--- src/rtl/cap_period_pkg.sv ---
// ----------------------------------------------------------------------------
// cap_period_pkg
//   Shared types and constants for the capture/period controller.
//   - cap_state_e : controller FSM state encoding (also exported on o_state)
//   - ES_*        : edge-select codes for i_edge_sel
//   - PRIME_DONE  : saturation value of the post-reset prime counter
//   - edge_qualify: gates raw rise/fall strobes by the edge-select code
// ----------------------------------------------------------------------------
package cap_period_pkg;

    typedef enum logic [1:0] {
        ST_IDLE       = 2'd0,
        ST_WAIT_FIRST = 2'd1,
        ST_RUN        = 2'd2,
        ST_STALL      = 2'd3
    } cap_state_e;

    localparam logic [1:0] ES_NONE = 2'b00;
    localparam logic [1:0] ES_RISE = 2'b01;
    localparam logic [1:0] ES_FALL = 2'b10;
    localparam logic [1:0] ES_BOTH = 2'b11;

    // The sync chain needs three clocks to flush its reset contents; the FSM
    // is held in IDLE until the prime counter has reached this value.
    localparam logic [1:0] PRIME_DONE = 2'd3;

    // Bit 0 of the select enables rising edges, bit 1 enables falling edges,
    // so ES_BOTH is simply the union and ES_NONE qualifies nothing.
    function automatic logic edge_qualify(
        input logic [1:0] sel,
        input logic       rise,
        input logic       fall
    );
        return (rise & sel[0]) | (fall & sel[1]);
    endfunction

endpackage

--- src/rtl/cap_sync_det.sv ---
// ----------------------------------------------------------------------------
// cap_sync_det
//   Two-flop synchroniser for an asynchronous capture pin followed by a
//   history flop, producing single-cycle rise/fall strobes in the clk domain.
//
// Ports
//   i_clk   : system clock
//   i_srst  : synchronous active-high reset, clears all three flops
//   i_cap   : raw asynchronous capture input
//   o_rise  : high for one cycle after a synchronised 0->1 transition
//   o_fall  : high for one cycle after a synchronised 1->0 transition
//
// Timing: a change on i_cap sampled at clk edge N shows up on o_rise/o_fall
// during the cycle between edges N+1 and N+2.
// ----------------------------------------------------------------------------
module cap_sync_det (
    input  logic i_clk,
    input  logic i_srst,
    input  logic i_cap,
    output logic o_rise,
    output logic o_fall
);

    logic r_s0;
    logic r_s1;
    logic r_h;

    always_ff @(posedge i_clk) begin
        if (i_srst) begin
            r_s0 <= 1'b0;
            r_s1 <= 1'b0;
            r_h  <= 1'b0;
        end else begin
            r_s0 <= i_cap;
            r_s1 <= r_s0;
            r_h  <= r_s1;
        end
    end

    // r_s1 is the synchronised level, r_h is that level one cycle earlier.
    assign o_rise = r_s1 & ~r_h;
    assign o_fall = r_h & ~r_s1;

endmodule

--- src/rtl/cap_period_ctrl.sv ---
// ----------------------------------------------------------------------------
// cap_period_ctrl
//   Capture controller for one crank/cam sensor input. Synchronises the raw
//   pin, qualifies the selected edge(s), measures the spacing between accepted
//   edges with a saturating elapsed counter, filters edges that come too soon
//   and flags a stall when no edge arrives within the timeout.
//
// Parameters
//   CNT_W          : width of elapsed counter, period, min_period and timeout
//
// Ports
//   i_clk          : system clock
//   i_srst         : synchronous active-high reset
//   i_ena          : controller enable; low forces IDLE (period is kept)
//   i_cap          : raw asynchronous capture input
//   i_edge_sel     : 00 none, 01 rise, 10 fall, 11 both
//   i_min_period   : minimum accepted edge spacing in clk cycles (0/1 = off)
//   i_timeout      : stall threshold in clk cycles (0 = off)
//   o_period       : last measured period in clk cycles
//   o_period_valid : one-cycle pulse when o_period updates
//   o_rejected     : one-cycle pulse when a qualified edge is filtered out
//   o_stall        : high while in ST_STALL
//   o_state        : current FSM state (cap_state_e encoding)
// ----------------------------------------------------------------------------
module cap_period_ctrl
    import cap_period_pkg::*;
#(
    parameter int unsigned CNT_W = 24
) (
    input  logic             i_clk,
    input  logic             i_srst,
    input  logic             i_ena,
    input  logic             i_cap,
    input  logic [1:0]       i_edge_sel,
    input  logic [CNT_W-1:0] i_min_period,
    input  logic [CNT_W-1:0] i_timeout,
    output logic [CNT_W-1:0] o_period,
    output logic             o_period_valid,
    output logic             o_rejected,
    output logic             o_stall,
    output logic [1:0]       o_state
);

    localparam logic [CNT_W-1:0] CNT_ZERO = '0;
    localparam logic [CNT_W-1:0] CNT_ONE  = {{(CNT_W-1){1'b0}}, 1'b1};
    localparam logic [CNT_W-1:0] CNT_MAX  = '1;

    // ------------------------------------------------------------------
    // Edge detection
    // ------------------------------------------------------------------
    logic w_rise;
    logic w_fall;
    logic w_qual;

    cap_sync_det u_sync_det (
        .i_clk  (i_clk),
        .i_srst (i_srst),
        .i_cap  (i_cap),
        .o_rise (w_rise),
        .o_fall (w_fall)
    );

    // Select is applied combinationally so a change takes effect next cycle
    // without disturbing the FSM.
    assign w_qual = edge_qualify(i_edge_sel, w_rise, w_fall);

    // ------------------------------------------------------------------
    // State and datapath registers
    // ------------------------------------------------------------------
    cap_state_e       r_state;
    logic [1:0]       r_prime;
    logic [CNT_W-1:0] r_elapsed;
    logic [CNT_W-1:0] r_period;
    logic             r_period_valid;
    logic             r_rejected;
    logic             r_stall;

    logic [CNT_W-1:0] w_elapsed_inc;
    logic             w_min_ok;
    logic             w_timeout_hit;
    logic             w_accept_run;

    // Saturating increment: a stopped wheel must report all-ones, not wrap.
    assign w_elapsed_inc = (r_elapsed == CNT_MAX) ? r_elapsed : r_elapsed + CNT_ONE;

    // min_period of 0 or 1 never filters because elapsed is at least 1 in RUN.
    assign w_min_ok      = (r_elapsed >= i_min_period);
    assign w_timeout_hit = (i_timeout != CNT_ZERO) && (r_elapsed >= i_timeout);
    assign w_accept_run  = w_qual && w_min_ok;

    // ------------------------------------------------------------------
    // Controller FSM with registered outputs
    // ------------------------------------------------------------------
    always_ff @(posedge i_clk) begin
        if (i_srst) begin
            r_state        <= ST_IDLE;
            r_prime        <= 2'd0;
            r_elapsed      <= CNT_ZERO;
            r_period       <= CNT_ZERO;
            r_period_valid <= 1'b0;
            r_rejected     <= 1'b0;
            r_stall        <= 1'b0;
        end else begin
            // Pulses default low; only the RUN branch raises them.
            r_period_valid <= 1'b0;
            r_rejected     <= 1'b0;

            // Prime counter runs regardless of enable and stops at PRIME_DONE.
            if (r_prime != PRIME_DONE) begin
                r_prime <= r_prime + 2'd1;
            end

            if (!i_ena) begin
                // Disable wins in every state; period is deliberately kept.
                r_state   <= ST_IDLE;
                r_elapsed <= CNT_ZERO;
                r_stall   <= 1'b0;
            end else begin
                unique case (r_state)
                    ST_IDLE: begin
                        r_elapsed <= CNT_ZERO;
                        if (r_prime == PRIME_DONE) begin
                            r_state <= ST_WAIT_FIRST;
                        end
                    end

                    ST_WAIT_FIRST: begin
                        // First edge only starts the measurement.
                        if (w_qual) begin
                            r_elapsed <= CNT_ONE;
                            r_state   <= ST_RUN;
                        end else begin
                            r_elapsed <= w_elapsed_inc;
                        end
                    end

                    ST_RUN: begin
                        if (w_accept_run) begin
                            // An accepted edge beats a coincident timeout.
                            r_period       <= r_elapsed;
                            r_period_valid <= 1'b1;
                            r_elapsed      <= CNT_ONE;
                        end else begin
                            // A rejected edge does not restart the count, so
                            // the next good edge measures from the last
                            // accepted one.
                            r_elapsed <= w_elapsed_inc;
                            if (w_qual) begin
                                r_rejected <= 1'b1;
                            end
                            if (w_timeout_hit) begin
                                r_state <= ST_STALL;
                                r_stall <= 1'b1;
                            end
                        end
                    end

                    ST_STALL: begin
                        // The span across a stall is meaningless, so the
                        // recovering edge restarts measurement silently.
                        if (w_qual) begin
                            r_elapsed <= CNT_ONE;
                            r_state   <= ST_RUN;
                            r_stall   <= 1'b0;
                        end else begin
                            r_elapsed <= w_elapsed_inc;
                        end
                    end

                    default: begin
                        r_state   <= ST_IDLE;
                        r_elapsed <= CNT_ZERO;
                        r_stall   <= 1'b0;
                    end
                endcase
            end
        end
    end

    assign o_period       = r_period;
    assign o_period_valid = r_period_valid;
    assign o_rejected     = r_rejected;
    assign o_stall        = r_stall;
    assign o_state        = r_state;

endmodule

--- config.mk ---
export PLATFORM = sky130hd
export DESIGN_NAME = cap_period_ctrl
export DESIGN_NICKNAME = d
export VERILOG_FILES = /design/src/rtl/cap_period_pkg.sv /design/src/rtl/cap_sync_det.sv /design/src/rtl/cap_period_ctrl.sv
export SDC_FILE = /design/constraint.sdc
export NUM_CORES = 1
export LEC_CHECK = 0
export CAP_MARGIN = 20
export CORE_MARGIN = 3
export CORE_UTILIZATION = 48
export CTS_BUF_LIST = sky130_fd_sc_hd__clkbuf_16
export DETAILED_ROUTE_END_ITERATION = 10
export GPL_ROUTABILITY_DRIVEN = 0
export GPL_TIMING_DRIVEN = 1
export PLACE_DENSITY = 0.76
export SLEW_MARGIN = 20
export SYNTH_ARGS = -nofsm -noshare
export SYNTH_HDL_FRONTEND = slang
export SYNTH_SLANG_ARGS = --single-unit
--- constraint.sdc ---
create_clock -name i_clk -period 4.7 [get_ports i_clk]
set_input_delay 0.47 -clock i_clk [delete_from_list [all_inputs] [get_ports i_clk]]
set_output_delay 0.47 -clock i_clk [all_outputs]
set_load 0.05 [all_outputs]
### Word-level counts from Yosys, hierarchy flattened

Cells that the tools add are included.
W data, S select, Z words.

* flip-flop bits (word level): 58
* latch bits: 0
* bits in writable memories: 0
* memory bits (read-only): 0
* input bits: 54
* output and inout bits: 29
* logic and storage cells: 61
* memories: 0

* $add $sub $neg: 2
* multiply operators: 0
* divide/modulo/power cells: 0
* magnitude comparators: 2
* equal/unequal tests: 11
* shifts and indexed selects: 0
* mux-type cells: 15
* bitwise operators: 9
* reduce and logical (&&, ||, !) cells: 12

Operators by type and width (number)
* $mux W24: 3
* $pmux W24 S3: 1
* $ge A24 B24 Y1: 2
* $add A24 B1 Y24 const B: 1
* $eq A24 B24 Y1 const B: 1
* $reduce_bool A24 Y1: 1
* $ne A2 B2 Y1 const B: 5
* $mux W2: 4
* $reduce_and A4 Y1: 2
* $eq A2 B2 Y1 const B: 3
* $pmux W2 S3: 1
* $mux W1: 5
* $and A1 B1 Y1: 4
* $not A1 Y1: 4
* $reduce_or A2 Y1: 2
* $reduce_or A4 Y1: 1
* $reduce_and A3 Y1: 1
* $reduce_or A3 Y1: 1
* $add A2 B1 Y2 const B: 1
* $eq A2 B1 Y1 const B: 1
* $logic_and A1 B1 Y1: 2
* $logic_not A2 Y1: 1
* $ne A2 B1 Y1 const B: 1
* $pmux W1 S2: 1
* other kinds (2): 2

### Logic depth before layout (Yosys ltp)

Gate-level depths: netlist of the first run.

* word-level depth: 7
* depth in mapped cells: 11
* depth with buffers taken out: 9

### Cells and area by module

A second synthesis of the first run with hierarchy kept.

* cell total of the unflattened synthesis: 451
* area total of the unflattened synthesis: 3856.2 um^2

By module, submodules not included
* cap_period_ctrl: times used 1, cells each 443, area each 3764.9 um^2
* cap_sync_det: times used 1, cells each 8, area each 91.3 um^2

### Least setup slack after synthesis of the first run

No wires, ideal clock.

* path kind: in2reg
* from: input port i_min_period[5]
* to: register r_period[0], in the netlist o_period[0]
* library setup time: 0.072 ns
* arrival time: 2.219 ns
* data required time: 4.628 ns
* path slack: 2.409 ns
* stages on the path: 11
* cells stage by stage: inv_1 -> ha_1 -> a21o_1 -> nand3_1 -> a311oi_2 -> a21oi_2 -> o31ai_4 -> and3_1 -> buf_6 -> buf_8 -> mux2i_1

* longest elaborated chain between the ends: 3

Ends and longest elaborated chain
* start, declared: line cap_period_ctrl.sv:35 `input logic [CNT_W-1:0] i_min_period,`
* $ge A24 B24 Y1: line cap_period_ctrl.sv:87 `assign w_min_ok = (r_elapsed >= i_min_period);`
* $logic_and A1 B1 Y1: line cap_period_ctrl.sv:89 `assign w_accept_run = w_qual && w_min_ok;`
* $reduce_and A3 Y1 (no line)
* end signal, assigned: line cap_period_ctrl.sv:140 `r_period <= r_elapsed;`
* end, declared: line cap_period_ctrl.sv:73 `logic [CNT_W-1:0] r_period;`

Every way passes these cells.
A chain may end at the register's enable or synchronous reset.

### Worst setup path in the final report of the first run

* from: input port i_min_period[15]
* to: register r_period[2], in the netlist o_period[2]

The elaborated chain is that of the path after synthesis.

==> results.json, run 1 <==
{
  "synth_edf_count": 0,
  "holdWs_ns": 0.435,
  "maxCapViolCount": 0,
  "grt_pass1_wl_um": 15100,
  "setup-tns-final_ns": 0,
  "fin_crit_sh_pct": 70.3,
  "cts_root_buf": "clkbuf_16",
  "ioPinCount": 83,
  "antenna_cells": 0,
  "drt-met1-wl_um": 4180,
  "worstPathRequired_ns": 4.94,
  "die_area_um2": 9160,
  "max_slew_margin_pct": 40.9,
  "cpMaxStageDelayCell": "and3_1",
  "power_density_nw_per_um2": 232,
  "async_flop_share_pct": 0,
  "core-area_um2": 7770,
  "finalSetupViolCount": 0,
  "yosysUniqueCellTypes": 50,
  "worstHoldPathType": "reg2reg",
  "yosysTopAreaCellShare_pct": 30.1,
  "start_util_pct": 49.7,
  "synth_common_cells": "dfxtp_1, ha_1, inv_1",
  "dr_wl_met3_um": 415,
  "ir_worst_vdd_mv": 0.155,
  "crit_family": "buffers and inverters",
  "grt_setup_unrepaired": "no",
  "dr.max_layer_used": "met4",
  "fin_skew_ns": 0.00323,
  "clockBufferDepth": 2,
  "dieWidth_um": 95.7,
  "cts_sinks": 58,
  "ys_warn_count": 0,
  "ys_ff_latch": 58,
  "cp.arrival_ns": 3.54,
  "grt_pass1_vias": 3247,
  "cts_tree": "done",
  "fp-row-count": 32,
  "clk_latency_ns": 0.32,
  "antenna_found_initial": 0,
  "wl_per_cell_um": 14.4,
  "min_period_ns": 3.30,
  "drv_slew": 0,
  "synth_area_per_cell_um2": 8.72,
  "syn_nets": 547,
  "timing_worst_slew_pin_value_ns": 0.887,
  "setup.worst_path.class": "in2reg",
  "grt_max_degree": 55,
  "grt_use_total_pct": 20.9,
  "numCtsBuffers": 9,
  "ant_nets": 0,
  "clk_pin_slew_ns": 0.05,
  "synth_flop_cell": "dfxtp_1",
  "crit_buf_inv": 3,
  "via_count": 3349,
  "synth_area_leader_cell": "dfxtp_1",
  "first_pass_iters": 4,
  "hold_viol": 0,
  "drive_gt1_share_pct": 5.84,
  "cts_resized": 0,
  "total_power_uw": 1160,
  "syn_inst": 443,
  "globalRoute.totalOverflow": 0,
  "cp-start-kind": "input port",
  "p_leak_uw": 0.00207,
  "synth.cell_area_um2": 3860,
  "routed_via_density": 5.29,
  "io_buffers": 82,
  "crit_path_cell_trace": "clkdlybuf4s50_1, inv_1, ha_1, nand4_1, a311oi_2, a21oi_2, o31ai_4, and3_1, buf_4, mux2i_1",
  "cp-end-kind": "register",
  "area.growth.synth_to_final_pct": 29.5,
  "post_cts_buffers": 0,
  "die_h_um": 95.7,
  "drt_iter0_drc": 178,
  "yosysMostFrequentCell": "dfxtp_1",
  "postCtsHoldBufs": 0,
  "seq_area_frac_synth_pct": 30.1,
  "drc": 0,
  "routed-wl-met2_um": 4380,
  "crit_path_max_fanout": 15,
  "fmax_mhz": 303,
  "synth_area_leaders": "dfxtp_1, ha_1, nand2b_1",
  "drt_wl_total_um": 9130,
  "post-dp-hpwl_um": 7280,
  "status": "complete, no violations",
  "critPathMaxStageDelay_ns": 0.58,
  "nNetsFinal": 631,
  "cts_max_level": 3
}
-- area by class of cell --
cell class	count	area, um2
Clock buffer	9	225
Clock inverter	6	25.0
Fill cell	654	2770
Inverter	48	180
Multi-Input combinational cell	326	2450
Sequential cell	58	1160
Tap cell	102	128
Timing Repair Buffer	84	836
-- cells in the final DEF, fill, tap and decap left out, types with 9 or more instances in the layout --
master           synthesis  layout
clkdlybuf4s50_1          0      82
dfxtp_1                 58      58
a21oi_1                 20      20
mux2i_1                 25      25
inv_1                   48      48
nand3_1                 12      12
clkbuf_16                0       9
nand2_1                 27      27
nand2b_1                47      47
nor2_1                  35      35
xor2_1                  12      12
nand4_1                 15      15
ha_1                    50      50
-- registers in the layout (all words and copies together) (netlist names) --
| name | count |
|---|---|
| o_state | 2 |
| o_period | 24 |
| o_rejected | 1 |
| u_sync_det.r_s1 | 1 |
| o_stall | 1 |
| o_period_valid | 1 |
| r_elapsed | 24 |
| r_prime | 2 |
| u_sync_det.r_h | 1 |
| u_sync_det.r_s0 | 1 |
-- final timing paths --
kind | from | end | slack, ns | cells past startpoint
setup reg to reg | r_elapsed[0] | o_period[2] | 1.58 | 10
hold / removal | u_sync_det.r_s0 | u_sync_det.r_s1 | 0.43 | 1
setup / recovery | i_min_period[15] | o_period[2] | 1.40 | 10
hold reg to reg | u_sync_det.r_s0 | u_sync_det.r_s1 | 0.43 | 1
-- stage by stage --
step / cell area [um2] / util [%] / cells / setup WS (ns)
after floorplan: 3860 / - / 443 / 2.41
after global placement: 4750 / 61.2 / 618 / 1.37
after detailed placement: 4750 / 61.2 / 618 / 1.18
after CTS: 5000 / 64.4 / 633 / 1.46
after global routing: 5000 / 64.4 / 633 / 1.30
final: 5000 / 64.4 / 633 / 1.40
-- report_power, final --
part | total, uW | switching (uW) | internal [uW]
logic | 113 | 45.9 | 66.7
clock network | 546 | 204 | 342
registers | 503 | 4.28 | 498
-- metal layers --
layer,vias up,GRT usage (%)
li1,1694,-
met4,0,8.41
met3,12,2.97
met2,89,34.7
met5,-,0
met1,1554,27.2
-- cells by family after synthesis --
kind of cell / share of synthesized area (%)
buffers and inverters: 6.58
XOR/XNOR: 5.15
multiplexers: 6.48
AND/OR/NAND/NOR: 26.2
AO/OA/AOI/OAI: 9.33
adder cells (fa/ha/maj): 16.2
flip-flops: 30.1
Power figures use the tool's default switching activity.
==> inputs of run 2 (changes only) <==
--- a/config.mk
+++ b/config.mk
@@ -7,12 +7,12 @@
 export LEC_CHECK = 0
 export CAP_MARGIN = 20
 export CORE_MARGIN = 3
-export CORE_UTILIZATION = 48
+export CORE_UTILIZATION = 47
 export CTS_BUF_LIST = sky130_fd_sc_hd__clkbuf_16
 export DETAILED_ROUTE_END_ITERATION = 10
 export GPL_ROUTABILITY_DRIVEN = 0
 export GPL_TIMING_DRIVEN = 1
-export PLACE_DENSITY = 0.76
+export PLACE_DENSITY = 0.78
 export SLEW_MARGIN = 20
 export SYNTH_ARGS = -nofsm -noshare
 export SYNTH_HDL_FRONTEND = slang
==> constraint.sdc (replaced) <==
create_clock -name i_clk -period 2.8 [get_ports i_clk]
set_input_delay 0.28 -clock i_clk [delete_from_list [all_inputs] [get_ports i_clk]]
set_output_delay 0.28 -clock i_clk [all_outputs]
set_load 0.05 [all_outputs]
==> run 2 against run 1 <==
  * Worst hold slack got worse by 0.0022 ns
  * Clock power up 70%
  * Final cell count is 2.2% higher
  * Sequential share of layout area down 0.58 points
  * First-iteration DRC count is 6.7% lower
  * Non-clock buffer count up 13
  * Global-route usage shrank 0.39 points
  * Largest power group unchanged
==> results.json, run 2 (synthesized netlist as in run 1, its figures left out) <==
{
  "status": "complete, no violations",
  "nNetsFinal": 644,
  "holdWs_ns": 0.432,
  "drc": 0,
  "layout_commonest_cell": "clkdlybuf4s50_1",
  "drt_iter0_drc": 166,
  "hold_viol": 0,
  "cpMostUsedCell": "o221ai_1",
  "grt_pass1_wl_um": 16000,
  "crit_path_max_fanout": 2,
  "grt_max_degree": 54,
  "start_util_pct": 49.2,
  "cts_sinks": 58,
  "fin_crit_sh_pct": 88.8,
  "core-area_um2": 7850,
  "cpMaxStageDelayCell": "clkdlybuf4s50_1",
  "p_comb_share_pct": 9.7,
  "setup-tns-final_ns": 0,
  "globalRoute.totalOverflow": 0,
  "post-dp-hpwl_um": 7490,
  "nFillCells": 671,
  "drv_slew": 0,
  "maxCapViolCount": 0,
  "grt_pass1_vias": 3490,
  "p_sw_uw": 429,
  "clock_power_share_pct": 47.3,
  "cp.arrival_ns": 2.70,
  "power_density_nw_per_um2": 382,
  "via_count": 3426,
  "critPathMaxStageDelay_ns": 0.47,
  "ant_nets": 0,
  "grt_setup_unrepaired": "no",
  "clk_latency_ns": 0.32,
  "first_pass_iters": 4,
  "worstPathRequired_ns": 3.02,
  "swShare_pct": 21.9,
  "worstHoldPathType": "reg2reg",
  "io_buffers": 82,
  "reg2reg_depth": 9,
  "cp-start-kind": "input port",
  "area.growth.synth_to_final_pct": 32.8,
  "post_cts_buffers": 0,
  "grt_use_total_pct": 20.5,
  "finalSetupViolCount": 0,
  "wl_per_cell_um": 14.7,
  "p_int_uw": 1530,
  "holdPathStages": 1,
  "cts_resized": 0,
  "p_leak_uw": 0.00216,
  "drt_wl_total_um": 9500,
  "setup.worst_path.class": "in2reg",
  "die_area_um2": 9340,
  "antenna_found_initial": 0,
  "routed_via_density": 5.30,
  "clk_pin_slew_ns": 0.05,
  "layout.cells.most_common_list": "clkdlybuf4s50_1, dfxtp_1, inv_1",
  "clockBufferDepth": 2,
  "cts_root_buf": "clkbuf_16",
  "cts_tree": "done",
  "max_slew_margin_pct": 64.7,
  "dieWidth_um": 96.6,
  "fmax_mhz": 402,
  "crit_path_cell_trace": "clkdlybuf4s50_1, inv_1, ha_1, nand2_1, or3_1, o221ai_1, a21oi_1, o221ai_1, o2111ai_1, a22oi_1",
  "min_period_ns": 2.49,
  "cp-end-kind": "register",
  "numCtsBuffers": 9,
  "cts_max_level": 3,
  "ioPinCount": 83,
  "ir_worst_vdd_mv": 0.207,
  "timing_worst_slew_pin_value_ns": 0.527,
  "fin_skew_ns": 0.00664,
  "share_seq_of_total_power_pct": 43.0,
  "fp-row-count": 32,
  "postCtsHoldBufs": 0,
  "antenna_cells": 0,
  "drive_gt1_share_pct": 8.26,
  "die_h_um": 96.6
}
run 2: cell count changes in the layout (fill, tap and decap cells not counted), sizes merged:
cell and delta:
inv +3, buf +13, clkinv -2
run 2: final timing paths:
check	from	endpoint	slack, ns
setup reg to reg	r_elapsed[5]	o_period[11]	0.34
hold / removal	u_sync_det.r_s0	u_sync_det.r_s1	0.43
setup / recovery	i_timeout[5]	o_state[0]	0.31
hold reg to reg	u_sync_det.r_s0	u_sync_det.r_s1	0.43
run 2: cell type report:
class | count | area, um2 | share of cell area, %
timing repair buffer | 97 | 958 | 18.7
multi-input combinational | 326 | 2450 | 47.7
tap | 102 | 128 | 2.49
sequential | 58 | 1160 | 22.6
clock buffer | 9 | 225 | 4.39
clock inverter | 7 | 30.0 | 0.586
inverter | 48 | 180 | 3.51
run 2: through the flow:
step           instances  total power (uW)  cell area, um2  util (%)  worst slack [ns]
6_report             647              1960            5130      65.4             0.315
5_1_grt              647              2030            5130      65.4             0.152
4_1_cts              647              1970            5130      65.4             0.329
3_5_place_dp         631              1050            4870      62.1            0.0794
3_3_place_gp         631              1040            4870      62.1             0.152
2_1_floorplan        443               945            3860         -             0.533
run 2: power groups by stage:
stage	Clock [uW]	Combinational (uW)	Sequential, uW
detailed placement	0	189	859
floorplan	0	85.8	859
finish	926	189	843
global placement	0	183	858
global route	970	212	843
CTS	934	191	843
run 2: layer usage:
layer	GRT usage, %	wire length [um]
met1	25.7	4290
met2	33.7	4440
met3	3.97	500
met4	9.94	272
met5	0	0
run 2: worst max-delay path: cells and delay by family:
| kind | cells | cell delay [ns] |
|---|---|---|
| AO/OA/AOI/OAI | 5 | 1.23 |
| buffers and inverters | 2 | 0.52 |
| AND/OR/NAND/NOR | 2 | 0.38 |
| adder cells (fa/ha/maj) | 1 | 0.30 |
